[src/rtl/forest_pkg.sv]
// Shared types and constants for the random-forest vote scheduler: FSM state
// encoding, default sizing and the weather feature bundle.
package forest_pkg;

   typedef enum logic [2:0] {
      ST_IDLE = 3'd0,
      ST_REQ  = 3'd1,
      ST_NEXT = 3'd2,
      ST_SCAN = 3'd3,
      ST_DONE = 3'd4
   } state_e;

   localparam int NUM_TREES_D   = 9;
   localparam int NUM_CLASSES_D = 5;
   localparam int FEAT_W_D      = 5;

   typedef struct packed {
      logic [FEAT_W_D-1:0] temp_max;
      logic [FEAT_W_D-1:0] temp_min;
      logic [FEAT_W_D-1:0] precipitation;
      logic [FEAT_W_D-1:0] wind;
   } weather_t;

   // Index width that stays legal even for a single-entry range.
   function automatic int idx_w(input int n);
      return (n > 1) ? $clog2(n) : 1;
   endfunction

   // Counter width that can hold 0..n inclusive, so a tally never wraps.
   function automatic int tally_w(input int n);
      return $clog2(n + 1);
   endfunction

endpackage

[src/rtl/vote_tally.sv]
// Per-class vote counters plus a one-class-per-cycle argmax scan; ties keep
// the lower class index because only a strictly larger count replaces best.
module vote_tally
   import forest_pkg::*;
#(
   parameter int NUM_CLASSES = NUM_CLASSES_D,
   parameter int IDX_W       = idx_w(NUM_CLASSES_D),
   parameter int CNT_W       = tally_w(NUM_TREES_D)
) (
   input  logic             clock,
   input  logic             reset,
   input  logic             clear,
   input  logic             inc,
   input  logic [IDX_W-1:0] inc_cls,
   input  logic             scan_init,
   input  logic             scan_en,
   output logic             scan_last,
   output logic [IDX_W-1:0] best_nxt
);

   logic [CNT_W-1:0] tally [NUM_CLASSES];
   logic [IDX_W-1:0] idx;
   logic [IDX_W-1:0] best;
   logic [CNT_W-1:0] best_cnt;
   logic             take;

   assign take      = tally[idx] > best_cnt;
   assign best_nxt  = take ? idx : best;
   assign scan_last = (idx == IDX_W'(NUM_CLASSES - 1));

   always_ff @(posedge clock) begin
      if (!reset) begin
         for (int c = 0; c < NUM_CLASSES; c++) begin
            tally[c] <= '0;
         end
      end else begin
         for (int c = 0; c < NUM_CLASSES; c++) begin
            if (clear) begin
               tally[c] <= '0;
            end else if (inc && (inc_cls == IDX_W'(c))) begin
               tally[c] <= tally[c] + 1'b1;
            end
         end
      end
   end

   always_ff @(posedge clock) begin
      if (!reset) begin
         idx      <= '0;
         best     <= '0;
         best_cnt <= '0;
      end else if (scan_init) begin
         idx      <= '0;
         best     <= '0;
         best_cnt <= '0;
      end else if (scan_en) begin
         best <= best_nxt;
         if (take) begin
            best_cnt <= tally[idx];
         end
         if (!scan_last) begin
            idx <= idx + 1'b1;
         end
      end
   end

endmodule

[src/rtl/forest_vote_scheduler.sv]
// Time-multiplexes one shared tree engine over all forest trees and reports
// the majority class. Optional engine watchdog: FOREST_ENGINE_TIMEOUT_EN.
//
// Handshakes: in_valid/in_ready and out_valid/out_ready transfer when both are
// high at a rising edge; eng_req is held until a single-cycle eng_ack, and
// eng_ack seen in any other state is dropped.
module forest_vote_scheduler
   import forest_pkg::*;
#(
   parameter int NUM_TREES   = NUM_TREES_D,
   parameter int NUM_CLASSES = NUM_CLASSES_D,
   parameter int FEAT_W      = FEAT_W_D,
   parameter int CLASS_W     = 5,
   parameter int RES_W       = 4
`ifdef FOREST_ENGINE_TIMEOUT_EN
   ,
   parameter int TIMEOUT_CYC = 64
`endif
) (
   input  logic               clock,
   input  logic               reset,
   input  logic               in_valid,
   output logic               in_ready,
   input  logic [FEAT_W-1:0]  in_temp_max,
   input  logic [FEAT_W-1:0]  in_temp_min,
   input  logic [FEAT_W-1:0]  in_precipitation,
   input  logic [FEAT_W-1:0]  in_wind,
   output logic               eng_req,
   output logic [3:0]         eng_tree,
   output logic [FEAT_W-1:0]  eng_temp_max,
   output logic [FEAT_W-1:0]  eng_temp_min,
   output logic [FEAT_W-1:0]  eng_precipitation,
   output logic [FEAT_W-1:0]  eng_wind,
   input  logic               eng_ack,
   input  logic [CLASS_W-1:0] eng_class,
   output logic               out_valid,
   input  logic               out_ready,
   output logic [RES_W-1:0]   result,
   output logic               bad_class,
   output logic               busy,
`ifdef FOREST_ENGINE_TIMEOUT_EN
   output logic               eng_timeout,
`endif
   output logic [2:0]         fsm_state
);

   localparam int IDX_W = idx_w(NUM_CLASSES);
   localparam int CNT_W = tally_w(NUM_TREES);

   localparam logic [2:0] S_IDLE = ST_IDLE;
   localparam logic [2:0] S_REQ  = ST_REQ;
   localparam logic [2:0] S_NEXT = ST_NEXT;
   localparam logic [2:0] S_SCAN = ST_SCAN;
   localparam logic [2:0] S_DONE = ST_DONE;

   logic [2:0]       state;
   logic [3:0]       tree;
   logic             last_tree;
   logic             class_ok;
   logic             timeout_hit;
   logic             tally_clear;
   logic             tally_inc;
   logic             scan_init;
   logic             scan_en;
   logic             scan_last;
   logic [IDX_W-1:0] best_nxt;

   assign fsm_state = state;
   assign in_ready  = (state == S_IDLE);
   assign busy      = (state != S_IDLE);
   assign eng_req   = (state == S_REQ);
   assign eng_tree  = tree;
   assign last_tree = (tree == 4'(NUM_TREES - 1));
   assign class_ok  = (32'(eng_class) < NUM_CLASSES);

   assign tally_clear = (state == S_IDLE) && in_valid;
   assign tally_inc   = (state == S_REQ) && eng_ack && class_ok;
   assign scan_init   = (state == S_NEXT) && last_tree;
   assign scan_en     = (state == S_SCAN);

`ifdef FOREST_ENGINE_TIMEOUT_EN
   localparam int TMO_W = $clog2(TIMEOUT_CYC + 1);
   logic [TMO_W-1:0] tmo_cnt;

   // The REQ cycle that sees the count reach TIMEOUT_CYC-1 is the last one.
   assign timeout_hit = (state == S_REQ) && !eng_ack &&
                        (tmo_cnt == TMO_W'(TIMEOUT_CYC - 1));

   always_ff @(posedge clock) begin
      if (!reset) begin
         tmo_cnt     <= '0;
         eng_timeout <= 1'b0;
      end else begin
         if (state == S_REQ) begin
            tmo_cnt <= tmo_cnt + 1'b1;
         end else begin
            tmo_cnt <= '0;
         end
         if (timeout_hit) begin
            eng_timeout <= 1'b1;
         end
      end
   end
`else
   assign timeout_hit = 1'b0;
`endif

   always_ff @(posedge clock) begin
      if (!reset) begin
         state             <= S_IDLE;
         tree              <= '0;
         eng_temp_max      <= '0;
         eng_temp_min      <= '0;
         eng_precipitation <= '0;
         eng_wind          <= '0;
         out_valid         <= 1'b0;
         result            <= '0;
         bad_class         <= 1'b0;
      end else begin
         case (state)
            S_IDLE: begin
               if (in_valid) begin
                  eng_temp_max      <= in_temp_max;
                  eng_temp_min      <= in_temp_min;
                  eng_precipitation <= in_precipitation;
                  eng_wind          <= in_wind;
                  tree              <= '0;
                  state             <= S_REQ;
               end
            end
            S_REQ: begin
               if (eng_ack) begin
                  if (!class_ok) begin
                     bad_class <= 1'b1;
                  end
                  state <= S_NEXT;
               end else if (timeout_hit) begin
                  state <= S_NEXT;
               end
            end
            S_NEXT: begin
               if (last_tree) begin
                  state <= S_SCAN;
               end else begin
                  tree  <= tree + 1'b1;
                  state <= S_REQ;
               end
            end
            S_SCAN: begin
               // best_nxt already folds in the final class's count.
               if (scan_last) begin
                  result    <= RES_W'(best_nxt);
                  out_valid <= 1'b1;
                  state     <= S_DONE;
               end
            end
            S_DONE: begin
               if (out_ready) begin
                  out_valid <= 1'b0;
                  state     <= S_IDLE;
               end
            end
            default: state <= S_IDLE;
         endcase
      end
   end

   vote_tally #(
      .NUM_CLASSES (NUM_CLASSES),
      .IDX_W       (IDX_W),
      .CNT_W       (CNT_W)
   ) u_vote_tally (
      .clock     (clock),
      .reset     (reset),
      .clear     (tally_clear),
      .inc       (tally_inc),
      .inc_cls   (eng_class[IDX_W-1:0]),
      .scan_init (scan_init),
      .scan_en   (scan_en),
      .scan_last (scan_last),
      .best_nxt  (best_nxt)
   );

endmodule

[config.mk]
export PLATFORM = sky130hd
export DESIGN_NAME = forest_vote_scheduler
export DESIGN_NICKNAME = d
export VERILOG_FILES = /design/src/rtl/forest_pkg.sv /design/src/rtl/vote_tally.sv /design/src/rtl/forest_vote_scheduler.sv
export SDC_FILE = /design/constraint.sdc
export NUM_CORES = 1
export LEC_CHECK = 0
export ABC_AREA = 0
export CAP_MARGIN = 10
export CELL_PAD_IN_SITES_DETAIL_PLACEMENT = 1
export CELL_PAD_IN_SITES_GLOBAL_PLACEMENT = 2
export CORE_ASPECT_RATIO = 0.5
export CORE_MARGIN = 2
export CORE_UTILIZATION = 34
export CTS_BUF_LIST = sky130_fd_sc_hd__clkbuf_8
export DETAILED_ROUTE_END_ITERATION = 10
export PLACE_DENSITY_LB_ADDON = 0.1
export SYNTH_ARGS = -nofsm -noshare
export SYNTH_HDL_FRONTEND = slang
export SYNTH_SLANG_ARGS = --single-unit
[constraint.sdc]
create_clock -name clock -period 5.7 [get_ports clock]
set_input_delay 1.14 -clock clock [delete_from_list [all_inputs] [get_ports clock]]
set_output_delay 1.14 -clock clock [all_outputs]
set_load 0.02 [all_outputs]
==> impl_metrics.yaml <==
timing:
  tns_ns: 0
  fmax_mhz: 328
  period_needed_ns: 3.05
  worst_slack_ns: 2.65
  timing.hold.ws_ns: 0.449
  drv_slew: 0
  grt_setup_unrepaired: "no"
  setup_violations: 0
  slew_headroom: 0.430
  hold_viol: 0
  tightest_slew_ns: 0.834
  fin_worst_skew_ns: 0.00915
  min_period_over_period: 0.535
drt:
  vias_per_cell: 4.87
  drc: 0
  first_pass_iters: 6
  ant_nets: 0
  drt_iter0_drc: 103
  vias: 2523
  wl_per_cell_um: 15.0
  routed_wl_mm: 7.76
clock_network:
  clock_path_buffers: 2
  cts_buffers: 9
  insertion_delay_ns: 0.35
  cts_tree: "yes"
  cts.sinks: 65
  cts_hold_buf: 0
  htree_levels: 3
  post_cts_buffers: 0
  ctsRootBufferMaster: "clkbuf_8"
  cts_resized: 0
  clk_pin_slew_worst_paths_ns: 0.07
synth:
  synth_edf_count: 20
  yosysWarnings: 0
  synth_top_area_share: 0.291
  synth_area_leader_cell: "dfxtp_1"
  ys_types: 45
  ys.flop_type: "dfxtp_1"
  netlist_instances: 334
  synth_area_leaders: "dfxtp_1 29%, edfxtp_1 19%, nand2_1 6.9%"
  syn_nets: 377
  avgSynthCellArea_um2: 9.26
  synthArstFlopShare: 0
  ys_seq_area_frac: 0.485
  synth_seq_cells: 65
  netlist_area_um2: 3090
setup_path:
  required_ns: 5.97
  max_stage_delay_ns: 0.77
  critPathCaptureType: "register"
  cp.arrival_ns: 3.32
  worst_path_most_repeated_cell: "nor2b_1"
  criticalPathCategory: "register to register"
  path_cells: "nor2b_1, a2111oi_0, nor2b_1, ha_1, and4_1, a31oi_2, nand4b_1, a21oi_1"
  critPathLaunchType: "register"
  crit_path_max_fanout: 11
  crit_slowest_cell: "a2111oi_0"
pwr:
  p_leak_nw: 1.45
  power_mw: 1.02
  power_density_nw_per_um2: 254
  ir_drop_mv: 0.138
final_layout:
  stdcell_count: 518
  nFillCells: 1011
  stdcell_area_um2: 4000
  multi_input_area_um2: 1470
  post-route-util: 0.456
  final_common_cell: "clkdlybuf4s50_1"
  drive_above_1_share: 0.0623
  final-seq-area_um2: 1500
  design.final.nets: 439
  final_cell_mix: "64 x clkdlybuf4s50_1, 57 x nand2_1, 45 x dfxtp_1, 32 x nor2_1, 27 x o21ai_0"
  antennaDiodeCount: 0
  syn_to_final_growth_pct: 29.2
placed_design:
  io_buffer_count: 64
  post-place-ws_ns: 2.46
  gp_congestion: 0.773
  placed_area_um2: 3820
  place_hpwl_mm: 5.81
  dp.cells: 502
die:
  die-area_um2: 9920
  ios: 66
  rows: 24
  core_area_um2: 8770
  dieWidth_um: 139
  start_util: 0.353
  die_h_um: 71.4
global_routing:
  grt_max_degree: 43
  grtUsageTotal: 0.165
  grt_pass1_wl_mm: 12.7
  overflow: 0
  grt_pass1_vias: 2638
  antenna_found_initial: 0
hold_path:
  min_path_type: "register to register"
status:
  status: "finished, final reports clean"
run:
  cap_violations: 0
==> state kept, by name, indices dropped and copies added (netlist names), named ones only <==
name and count:
bad_class 1, eng_precipitation 5, eng_temp_max 5, eng_temp_min 5, eng_tree 4, eng_wind 5, fsm_state 3, out_valid 1
result 3, u_vote_tally.best 3, u_vote_tally.best_cnt 4, u_vote_tally.idx 3, u_vote_tally.tally 20
==> routing by layer <==
layer | vias to the layer above | part of all wire | GRT usage
met4 | 0 | 0.0017 | 0.0337
met2 | 56 | 0.45 | 0.268
met1 | 1192 | 0.49 | 0.205
met5 | - | 0 | 0
met3 | 2 | 0.063 | 0.0755
li1 | 1273 | - | -
==> cells in the mapped netlist (5+ instances only) <==
library cell,instances
nor2_1,32
mux2i_1,7
a21oi_1,14
edfxtp_1,20
nor2b_1,15
xor2_1,5
dfxtp_1,45
nand2_1,57
inv_1,13
nand3_1,12
buf_2,8
xnor2_1,9
nand4b_1,7
ha_1,13
o21ai_0,27
==> worst paths after layout <==
kind                                  start                        to  slack, ns  depth (start not counted)
worst max register to register     register  u_vote_tally.best_cnt[1]       2.65                          8
worst min register to register  eng_wind[0]               eng_wind[0]       0.45                          2
worst min-delay path            eng_wind[0]               eng_wind[0]       0.45                          2
worst max-delay path               register  u_vote_tally.best_cnt[1]       2.65                          8
==> cells by family (layout without fill, tap and decap cells) <==
kind of cell / count (synthesis) / in the layout / synth area share
multiplexers: 8 / 8 / 0.0263
other: 1 / 1 / 0.00121
flip-flops: 65 / 65 / 0.485
XOR/XNOR: 14 / 14 / 0.0396
adder cells (fa/ha/maj): 13 / 13 / 0.0526
AO/OA/AOI/OAI: 59 / 59 / 0.111
AND/OR/NAND/NOR: 146 / 146 / 0.244
buffers and inverters: 28 / 95 / 0.0392
==> critical path, delay by kind of cell (launching register included) <==
kind,cells,cell delay [ns]
adders and majority gates,1,0.37
DFF,1,0.63
and+or+nand+nor,4,0.60
AOI/OAI and AO/OA,3,1.36
==> area by class of cell <==
class,instances,share of cell area
sequential,65,0.376
multi-input combinational,241,0.368
timing repair buffer,66,0.164
clock inverter,5,0.00564
inverter,13,0.0122
tap,117,0.0366
clock buffer,11,0.0379
==> power by group <==
part	total [mW]	switching [mW]	internal (mW)	leakage [nW]
clock	0.347	0.171	0.176	0.101
sequential	0.517	0.0184	0.499	0.578
combinational	0.151	0.0810	0.0702	0.768
total	1.02	0.271	0.745	1.45
(Power assumes the default switching activity.)
